### config.mk
export PLATFORM = sky130hd
export DESIGN_NAME = mem_stage
export DESIGN_NICKNAME = d
export VERILOG_FILES = /design/src/rtl/mem_stage.sv
export SDC_FILE = /design/constraint.sdc
export NUM_CORES = 1
export LEC_CHECK = 0
export CORE_MARGIN = 4
export CORE_UTILIZATION = 42
export DETAILED_ROUTE_END_ITERATION = 7
export GPL_TIMING_DRIVEN = 0
export PLACE_DENSITY = 0.84
export SETUP_SLACK_MARGIN = 0.15
export SLEW_MARGIN = 10
export SYNTH_ARGS = -nofsm -noshare
export SYNTH_HDL_FRONTEND = slang
export SYNTH_SLANG_ARGS = --single-unit
### constraint.sdc
create_clock -name clk -period 4.72 [get_ports clk]
set_input_delay 0.944 -clock clk [delete_from_list [all_inputs] [get_ports clk]]
set_output_delay 0.944 -clock clk [all_outputs]
set_load 0.02 [all_outputs]
### src/rtl/mem_stage.sv
// Memory-access stage: forwards ALU results and runs byte-serial loads and stores
// on the shared 8-bit RAM port, stalling the pipeline until the access completes.
package mem_stage_pkg;
  localparam int unsigned REG_W      = 32;
  localparam int unsigned ADDR_W     = 32;
  localparam int unsigned REG_ADDR_W = 5;
  localparam int unsigned ALU_OP_W   = 8;
  localparam int unsigned BYTE_W     = 8;
  localparam int unsigned CNT_W      = 3;

  localparam logic [ALU_OP_W-1:0] OP_LB  = 8'h20;
  localparam logic [ALU_OP_W-1:0] OP_LH  = 8'h21;
  localparam logic [ALU_OP_W-1:0] OP_LW  = 8'h23;
  localparam logic [ALU_OP_W-1:0] OP_LBU = 8'h24;
  localparam logic [ALU_OP_W-1:0] OP_LHU = 8'h25;
  localparam logic [ALU_OP_W-1:0] OP_SB  = 8'h28;
  localparam logic [ALU_OP_W-1:0] OP_SH  = 8'h29;
  localparam logic [ALU_OP_W-1:0] OP_SW  = 8'h2B;

  typedef enum logic [1:0] {
    ST_IDLE = 2'd0,
    ST_RD   = 2'd1,
    ST_WR   = 2'd2,
    ST_DONE = 2'd3
  } state_e;
endpackage

module mem_stage
  import mem_stage_pkg::*;
(
  input  logic                  clk,
  input  logic                  rst,
  input  logic [ALU_OP_W-1:0]   aluop_i,
  input  logic [REG_ADDR_W-1:0] wd_i,
  input  logic                  wreg_i,
  input  logic [REG_W-1:0]      data_i,
  input  logic [ADDR_W-1:0]     mem_addr_i,
  input  logic                  mem_gnt_i,
  input  logic [BYTE_W-1:0]     mem_din_i,
  output logic                  mem_req_o,
  output logic [ADDR_W-1:0]     mem_a_o,
  output logic [BYTE_W-1:0]     mem_dout_o,
  output logic                  mem_wr_o,
  output logic [REG_ADDR_W-1:0] wd_o,
  output logic                  wreg_o,
  output logic [REG_W-1:0]      wdata_o,
  output logic                  stall_req_o
);

  state_e            state_q, state_d;
  logic [CNT_W-1:0]  ic_q, ic_d;
  logic [CNT_W-1:0]  rc_q, rc_d;
  logic [REG_W-1:0]  rbuf_q, rbuf_d;
  logic              pend_q, pend_d;

  logic              is_load, is_store, sign_ext;
  logic [CNT_W-1:0]  len;
  logic [REG_W-1:0]  ld_data;
  logic [4:0]        ic_bit, rc_bit;

  logic                  req_c, issue_c, wr_c, stall_c, wreg_c;
  logic [BYTE_W-1:0]     dout_c;
  logic [REG_ADDR_W-1:0] wd_c;
  logic [REG_W-1:0]      wdata_c;
  logic [ADDR_W-1:0]     addr_c;

  // Opcode decode: direction, transfer length and extension mode.
  always_comb begin
    is_load  = 1'b0;
    is_store = 1'b0;
    sign_ext = 1'b0;
    len      = 3'd0;
    case (aluop_i)
      OP_LB:   begin is_load  = 1'b1; len = 3'd1; sign_ext = 1'b1; end
      OP_LBU:  begin is_load  = 1'b1; len = 3'd1; end
      OP_LH:   begin is_load  = 1'b1; len = 3'd2; sign_ext = 1'b1; end
      OP_LHU:  begin is_load  = 1'b1; len = 3'd2; end
      OP_LW:   begin is_load  = 1'b1; len = 3'd4; end
      OP_SB:   begin is_store = 1'b1; len = 3'd1; end
      OP_SH:   begin is_store = 1'b1; len = 3'd2; end
      OP_SW:   begin is_store = 1'b1; len = 3'd4; end
      default: ;
    endcase
  end

  // Extension of the assembled little-endian load data.
  always_comb begin
    case (len)
      3'd1:    ld_data = sign_ext ? {{24{rbuf_q[7]}}, rbuf_q[7:0]}
                                  : {24'h0, rbuf_q[7:0]};
      3'd2:    ld_data = sign_ext ? {{16{rbuf_q[15]}}, rbuf_q[15:0]}
                                  : {16'h0, rbuf_q[15:0]};
      default: ld_data = rbuf_q;
    endcase
  end

  assign ic_bit = {ic_q[1:0], 3'b000};
  assign rc_bit = {rc_q[1:0], 3'b000};

  // Next-state and output logic.
  always_comb begin
    state_d = state_q;
    ic_d    = ic_q;
    rc_d    = rc_q;
    rbuf_d  = rbuf_q;
    pend_d  = 1'b0;
    req_c   = 1'b0;
    issue_c = 1'b0;
    wr_c    = 1'b0;
    stall_c = 1'b0;
    wreg_c  = 1'b0;
    dout_c  = '0;
    wd_c    = '0;
    wdata_c = '0;

    case (state_q)
      ST_IDLE: begin
        if (is_load) begin
          state_d = ST_RD;
        end else if (is_store) begin
          state_d = ST_WR;
        end else begin
          wd_c    = wd_i;
          wreg_c  = wreg_i;
          wdata_c = data_i;
        end
      end
      ST_DONE: begin
        wd_c    = wd_i;
        wreg_c  = is_load ? wreg_i : 1'b0;
        wdata_c = is_load ? ld_data : '0;
        state_d = ST_IDLE;
        ic_d    = '0;
        rc_d    = '0;
      end
      default: ;
    endcase

    // Issue and receive are shared by the first cycle and the RD/WR states.
    if (state_q != ST_DONE && (is_load || is_store)) begin
      stall_c = 1'b1;
      req_c   = (ic_q < len);
      issue_c = req_c & mem_gnt_i;
      if (issue_c) begin
        ic_d   = ic_q + 3'd1;
        pend_d = is_load;
        if (is_store) begin
          wr_c   = 1'b1;
          dout_c = data_i[ic_bit +: BYTE_W];
          if (ic_q + 3'd1 == len) state_d = ST_DONE;
        end
      end
      // A byte issued last cycle arrives now, granted or not.
      if (pend_q) begin
        rbuf_d[rc_bit +: BYTE_W] = mem_din_i;
        rc_d = rc_q + 3'd1;
        if (rc_q + 3'd1 == len) state_d = ST_DONE;
      end
    end
  end

  assign addr_c = req_c ? (mem_addr_i + ADDR_W'(ic_q)) : '0;

  // Reset blanks every output, suppressing any in-flight write.
  assign mem_req_o   = ~rst & req_c;
  assign mem_wr_o    = ~rst & wr_c;
  assign stall_req_o = ~rst & stall_c;
  assign wreg_o      = ~rst & wreg_c;
  assign mem_a_o     = rst ? '0 : addr_c;
  assign mem_dout_o  = rst ? '0 : dout_c;
  assign wd_o        = rst ? '0 : wd_c;
  assign wdata_o     = rst ? '0 : wdata_c;

  always_ff @(posedge clk) begin
    if (rst) begin
      state_q <= ST_IDLE;
      ic_q    <= '0;
      rc_q    <= '0;
      rbuf_q  <= '0;
      pend_q  <= 1'b0;
    end else begin
      state_q <= state_d;
      ic_q    <= ic_d;
      rc_q    <= rc_d;
      rbuf_q  <= rbuf_d;
      pend_q  <= pend_d;
    end
  end

endmodule
# Yosys cells after proc, flatten, opt, wreduce, memory -nomap -nowiden
# Cells that the tools add are included.
word_totals:
  regBits: 41
classes:
  reduce_logical: 11
  n_addsub: 4
  bitwise: 8
  n_mux: 47
  shift: 3
  magnitude_cmp: 1
  n_eq_ne: 14
ops:
  columns: ["cell", "n"]
  rows:
  - ["two-way mux 32 bit", 8]
  - ["case mux 32 bit (2 select lines)", 2]
  - ["== test 8 x 6 -> 1 bit, second input constant", 8]
  - ["adder 32 x 3 -> 32 bit", 1]
  - ["bitwise mux 32 bit", 1]
  - ["two-way mux 8 bit", 4]
  - ["variable shift 8 x 7 -> 32 bit, first input constant", 1]
  - ["variable part select 32 x 6 -> 8 bit", 1]
  - ["variable part select 8 x 7 -> 32 bit", 1]
  - ["two-way mux 3 bit", 6]
  - ["two-way mux 2 bit", 8]
  - ["two-way mux 5 bit", 3]
  - ["OR reduction 3 bit", 4]
  - ["two-way mux 1 bit", 11]
  - ["case mux 5 bit (2 select lines)", 1]
  - ["case mux 3 bit (3 select lines)", 1]
  - ["negation 5 -> 7 bit", 1]
  - ["adder 3 x 1 -> 3 bit, second input constant", 2]
  - ["== test 3 bit", 2]
  - ["bitwise AND 1 bit", 5]
  - ["OR reduction 5 bit", 1]
  - ["case mux 2 bit (2 select lines)", 1]
  - ["OR reduction 2 bit", 2]
  - ["== test 3 x 1 -> 1 bit, second input constant", 1]
  - ["10 further kinds", 12]

# Depth between registers and ports, before layout
logic_depth:
  ltp_word: 12
  mapped_depth: 9

# Worst setup path before layout
# No wires, ideal clock.
synth_path:
  path_kind: "input-to-output"
  from: "input port aluop_i[4]"
  to: "output port mem_dout_o[0]"
  slack_ns: 0.540
  path_stages: 8
  arrival_time_ns: 3.236
  cell_sequence: "or4b_4 -> or2_2 -> ha_1 -> a21oi_1 -> o211ai_1 -> or3_1 -> buf_6 -> nor2b_1"
synth_between:
  elab_chain_cells: 8
synth_lines:
  columns: ["element", "line_no", "rtl"]
  rows:
  - ["start, declared", "33", "input logic [ALU_OP_W-1:0] aluop_i,"]
  - ["== test 8 x 6 -> 1 bit", "73", "case (aluop_i)"]
  - ["OR reduction 3 bit (no line) or OR reduction 2 bit (tied branches)", null, null]
  - ["case mux 3 bit (3 select lines)", "73", null]
  - ["< comparator 3 bit", "142", "req_c = (ic_q < len);"]
  - ["bitwise AND 1 bit", "143", "issue_c = req_c & mem_gnt_i;"]
  - ["two-way mux 8 bit", "144", "if (issue_c) begin"]
  - ["two-way mux 8 bit (*)", "140", "if (state_q != ST_DONE && (is_load || is_store)) begin"]
  - ["two-way mux 8 bit (*)", "170", "assign mem_dout_o = rst ? '0 : dout_c;"]
  - ["end, declared", "42", "output logic [BYTE_W-1:0] mem_dout_o,"]
# Mark *: on every way between the ends. The rest lies on a longest branch, timed or not.

# Final worst setup path
layout_path:
  from: "input port aluop_i[5]"
  to: "output port mem_dout_o[2]"
# The elaborated chain is that of the path after synthesis.

==> out/qor.csv <==
metric;value;unit
final setup margin;0.2141;ns
Reg-to-Reg End;rbuf_q[3];
combinational share of power;0.282;
CTS sink cnt;41;
initial antenna violation count;0;
fin crit share;0.9547;
area grow syn2layout;52.61;%
Internal;630.4;uW
drt initial violations;286;
final setup TNS;0;ns
Synth Cell Area;3662;um2
largest net degree at the start of global routing;14;
Max Slew Vio Count;0;
crit-path cells;clkdlybuf4s50_1 > or4b_4 > or2_4 > ha_4 > a21oi_4 > o211ai_1 > or3_1 > buf_6 > nor2b_1 > buf_2;
detailed-route via count;4561;
Clock Skews;0.005048;ns
number of H-tree levels;2;
final-report setup violation count;0;
Post-synth EDFFs;0;
hold path cells;2;
Num CTS Buffers;5;
die width;101.4;um
number of buffers and inverters on the critical path;3;
Placer Congestion;0.9026;
Util after Layout;0.6701;
element type at the critical path end;output port;
Final Hold Slack;0.4565;ns
vias per cell;5.638;
startpoint class of the critical path;primary input;
cell count along the critical path;10;
crit-path max cell delay;0.52;ns
clock power share;0.323;
Worst Tran Pin Value;0.9996;ns
first-pass GRT wire length;21280;um
Clk Latency, worst-skew pair;0.29;ns
# rows;33;
IO Count;170;
# hold bufs at CTS;0;
core area;8341;um2
fillcell total;699;
worst slack at placement;-0.7747;ns
most used flip-flop cell after synthesis;dfxtp_1;
CTS root buf;clkbuf_8;
die height;101.4;um
number of global-route vias before repair;4300;
dpl hpwl;11130;um
worst-case clock buffer depth;2;
worst rel slew slack;0.3321;
Syn Inst Count;517;
Initial Util;0.4391;
grt ovf;0;
Power Density;156.8;nW/um2
maximum vdd drop;0.1283;mV
warnings from Yosys;0;
commonest cells after routing, fill and taps aside;clkdlybuf4s50_1 (102), nand2_1 (67), a21oi_1 (62), nor2_1 (62), nand3_1 (50);
CP arrival;3.56;ns
Sw Pwr;246.1;uW
CP Launch Point;aluop_i[5];
Antenna Cells;0;
CP endpoint;mem_dout_o[2];
Flop pwr share;0.395;
Yosys top cell area share;0.2241;
flops & latches, synth;41;
final hold vios;0;
Final min period;4.506;ns
synth unique cells;48;
share of layout cells above drive strength 1;0.1406;
final net count;808;
Hold Crit Class;register to register;
flop-to-flop setup slack;2.30;ns
cell taking the most area after synthesis;dfxtp_1;
Top Family by Delay on Critical Path;simple AND/OR/NAND/NOR gates;
Crit-path slowest cell;or4b_4;
switching share of power;0.2808;
CTS tree;done;
WS Path Type;primary input to output port;
fmax;221.9;MHz
post-DR wirelength/cell;17.35;um
critical path data required time;3.78;ns
Crit Path Max Fanout;9;
status;finished clean;
commonest non-fill, non-tap cell in the layout;clkdlybuf4s50_1;
net count after synthesis;622;
Post-DRT Antenna Nets;0;
Max-cap violations;0;
r2r startpoint;rc_q[0];
GR Util All Layers;0.2551;
die area;10280;um2
leak pwr;0.002249;uW
DRC violations left;0;
clock-pin slew on the worst setup and hold paths;0.08;ns
TritonRoute pass-1 iters;6;
Synth area leaders;dfxtp_1 (22%), a21oi_1 (8.7%), nand2_1 (6.9%), nand3_1 (6.8%), nor2_1 (6.6%);
ys async rst share;0;
setup repair after global routing missed its margin;yes;
r2r worst-path depth;5;
placed standard-cell area;5475;um2
IO Port Bufs;168;
Design Area, Final;5589;um2
Syn Area/Cell;7.084;um2
post-synthesis sequential area ratio;0.2241;
WL final;14040;um
==> through the flow <==
stage,cells,power [uW]
floorplan,517,449.4
global placement,790,594.5
detailed placement,790,598.9
CTS,805,871.6
global route,809,908.4
finish,809,876.4
==> worst min path at each step <==
stage,to,startpoint
floorplan,rbuf_q[16],rbuf_q[16]
finish,rbuf_q[19],rbuf_q[19]
global route,rbuf_q[18],rbuf_q[18]
global placement,rbuf_q[21],rbuf_q[21]
detailed placement,rbuf_q[19],rbuf_q[19]
CTS,rbuf_q[11],rbuf_q[11]
==> power groups by stage <==
stage | logic, uW | registers (uW) | clock network [uW]
floorplan | 95.3 | 354 | 0
global placement | 240 | 354 | 0
detailed placement | 245 | 354 | 0
CTS | 241 | 346 | 285
global route | 261 | 346 | 301
finish | 247 | 346 | 283
==> sequential cells by signal, indices dropped and copies added (netlist names) <==
signal	flops
rbuf_q	32
ic_q	3
rc_q	3
state_q	2
pend_q	1
==> cell type report <==
class                           instances  area, um2  area share
Multi-Input combinational cell        429       2716      0.4860
Clock inverter                          2      38.79    0.006940
Buffer                                 31      163.9     0.02933
Tap cell                              105      131.4     0.02351
Timing Repair Buffer                  179       1585      0.2836
Inverter                               16      60.06     0.01075
Clock buffer                            6      72.57     0.01298
Sequential cell                        41      820.8      0.1469
==> metal layers <==
| layer | GRT usage | vias to the layer above | share of wire |
|---|---|---|---|
| met5 | 0 | - | 0 |
| met4 | 0.07260 | 0 | 0.024 |
| met3 | 0.03306 | 32 | 0.086 |
| met2 | 0.4572 | 213 | 0.51 |
| met1 | 0.3190 | 2130 | 0.38 |
| li1 | - | 2186 | - |
==> worst register-to-register path: stages (launching register included) <==
cell and delay, ns:
dfxtp_1 0.48, inv_1 0.19, ha_1 0.41, nor3b_1 0.85, nand3_1 0.19, a21oi_1 0.22
==> logic make-up after synthesis <==
group / after synthesis / share of synthesized area
flops: 41 / 0.2241
simple gates: 254 / 0.3416
compound gates: 112 / 0.1777
buf+inv: 47 / 0.05603
mux: 11 / 0.05774
xor+xnor: 36 / 0.08609
fa+ha+maj: 16 / 0.05671
==> synth_stat cells (5+ instances only) <==
master	number
nand2_1	67
a21oi_1	64
nor2_1	64
nand3_1	50
dfxtp_1	41
xor2_1	26
o21ai_0	21
clkbuf_1	20
inv_1	16
ha_1	15
and2_1	11
nand4_1	11
xnor2_1	10
a22oi_1	8
a2bb2oi_1	8
mux4_2	8
nor2b_1	8
nor3_1	8
and3_1	5
buf_2	5
or3_1	5
==> what timing repair did <==
action / in CTS / in global routing
pin swaps: 4 / 4
setup endpoints to repair: 80 / 70
resized for setup: 132 / 58
cloned: 1 / 0
buffers inserted: 6 / 4
Note: power is estimated with default switching activity, not from simulation.
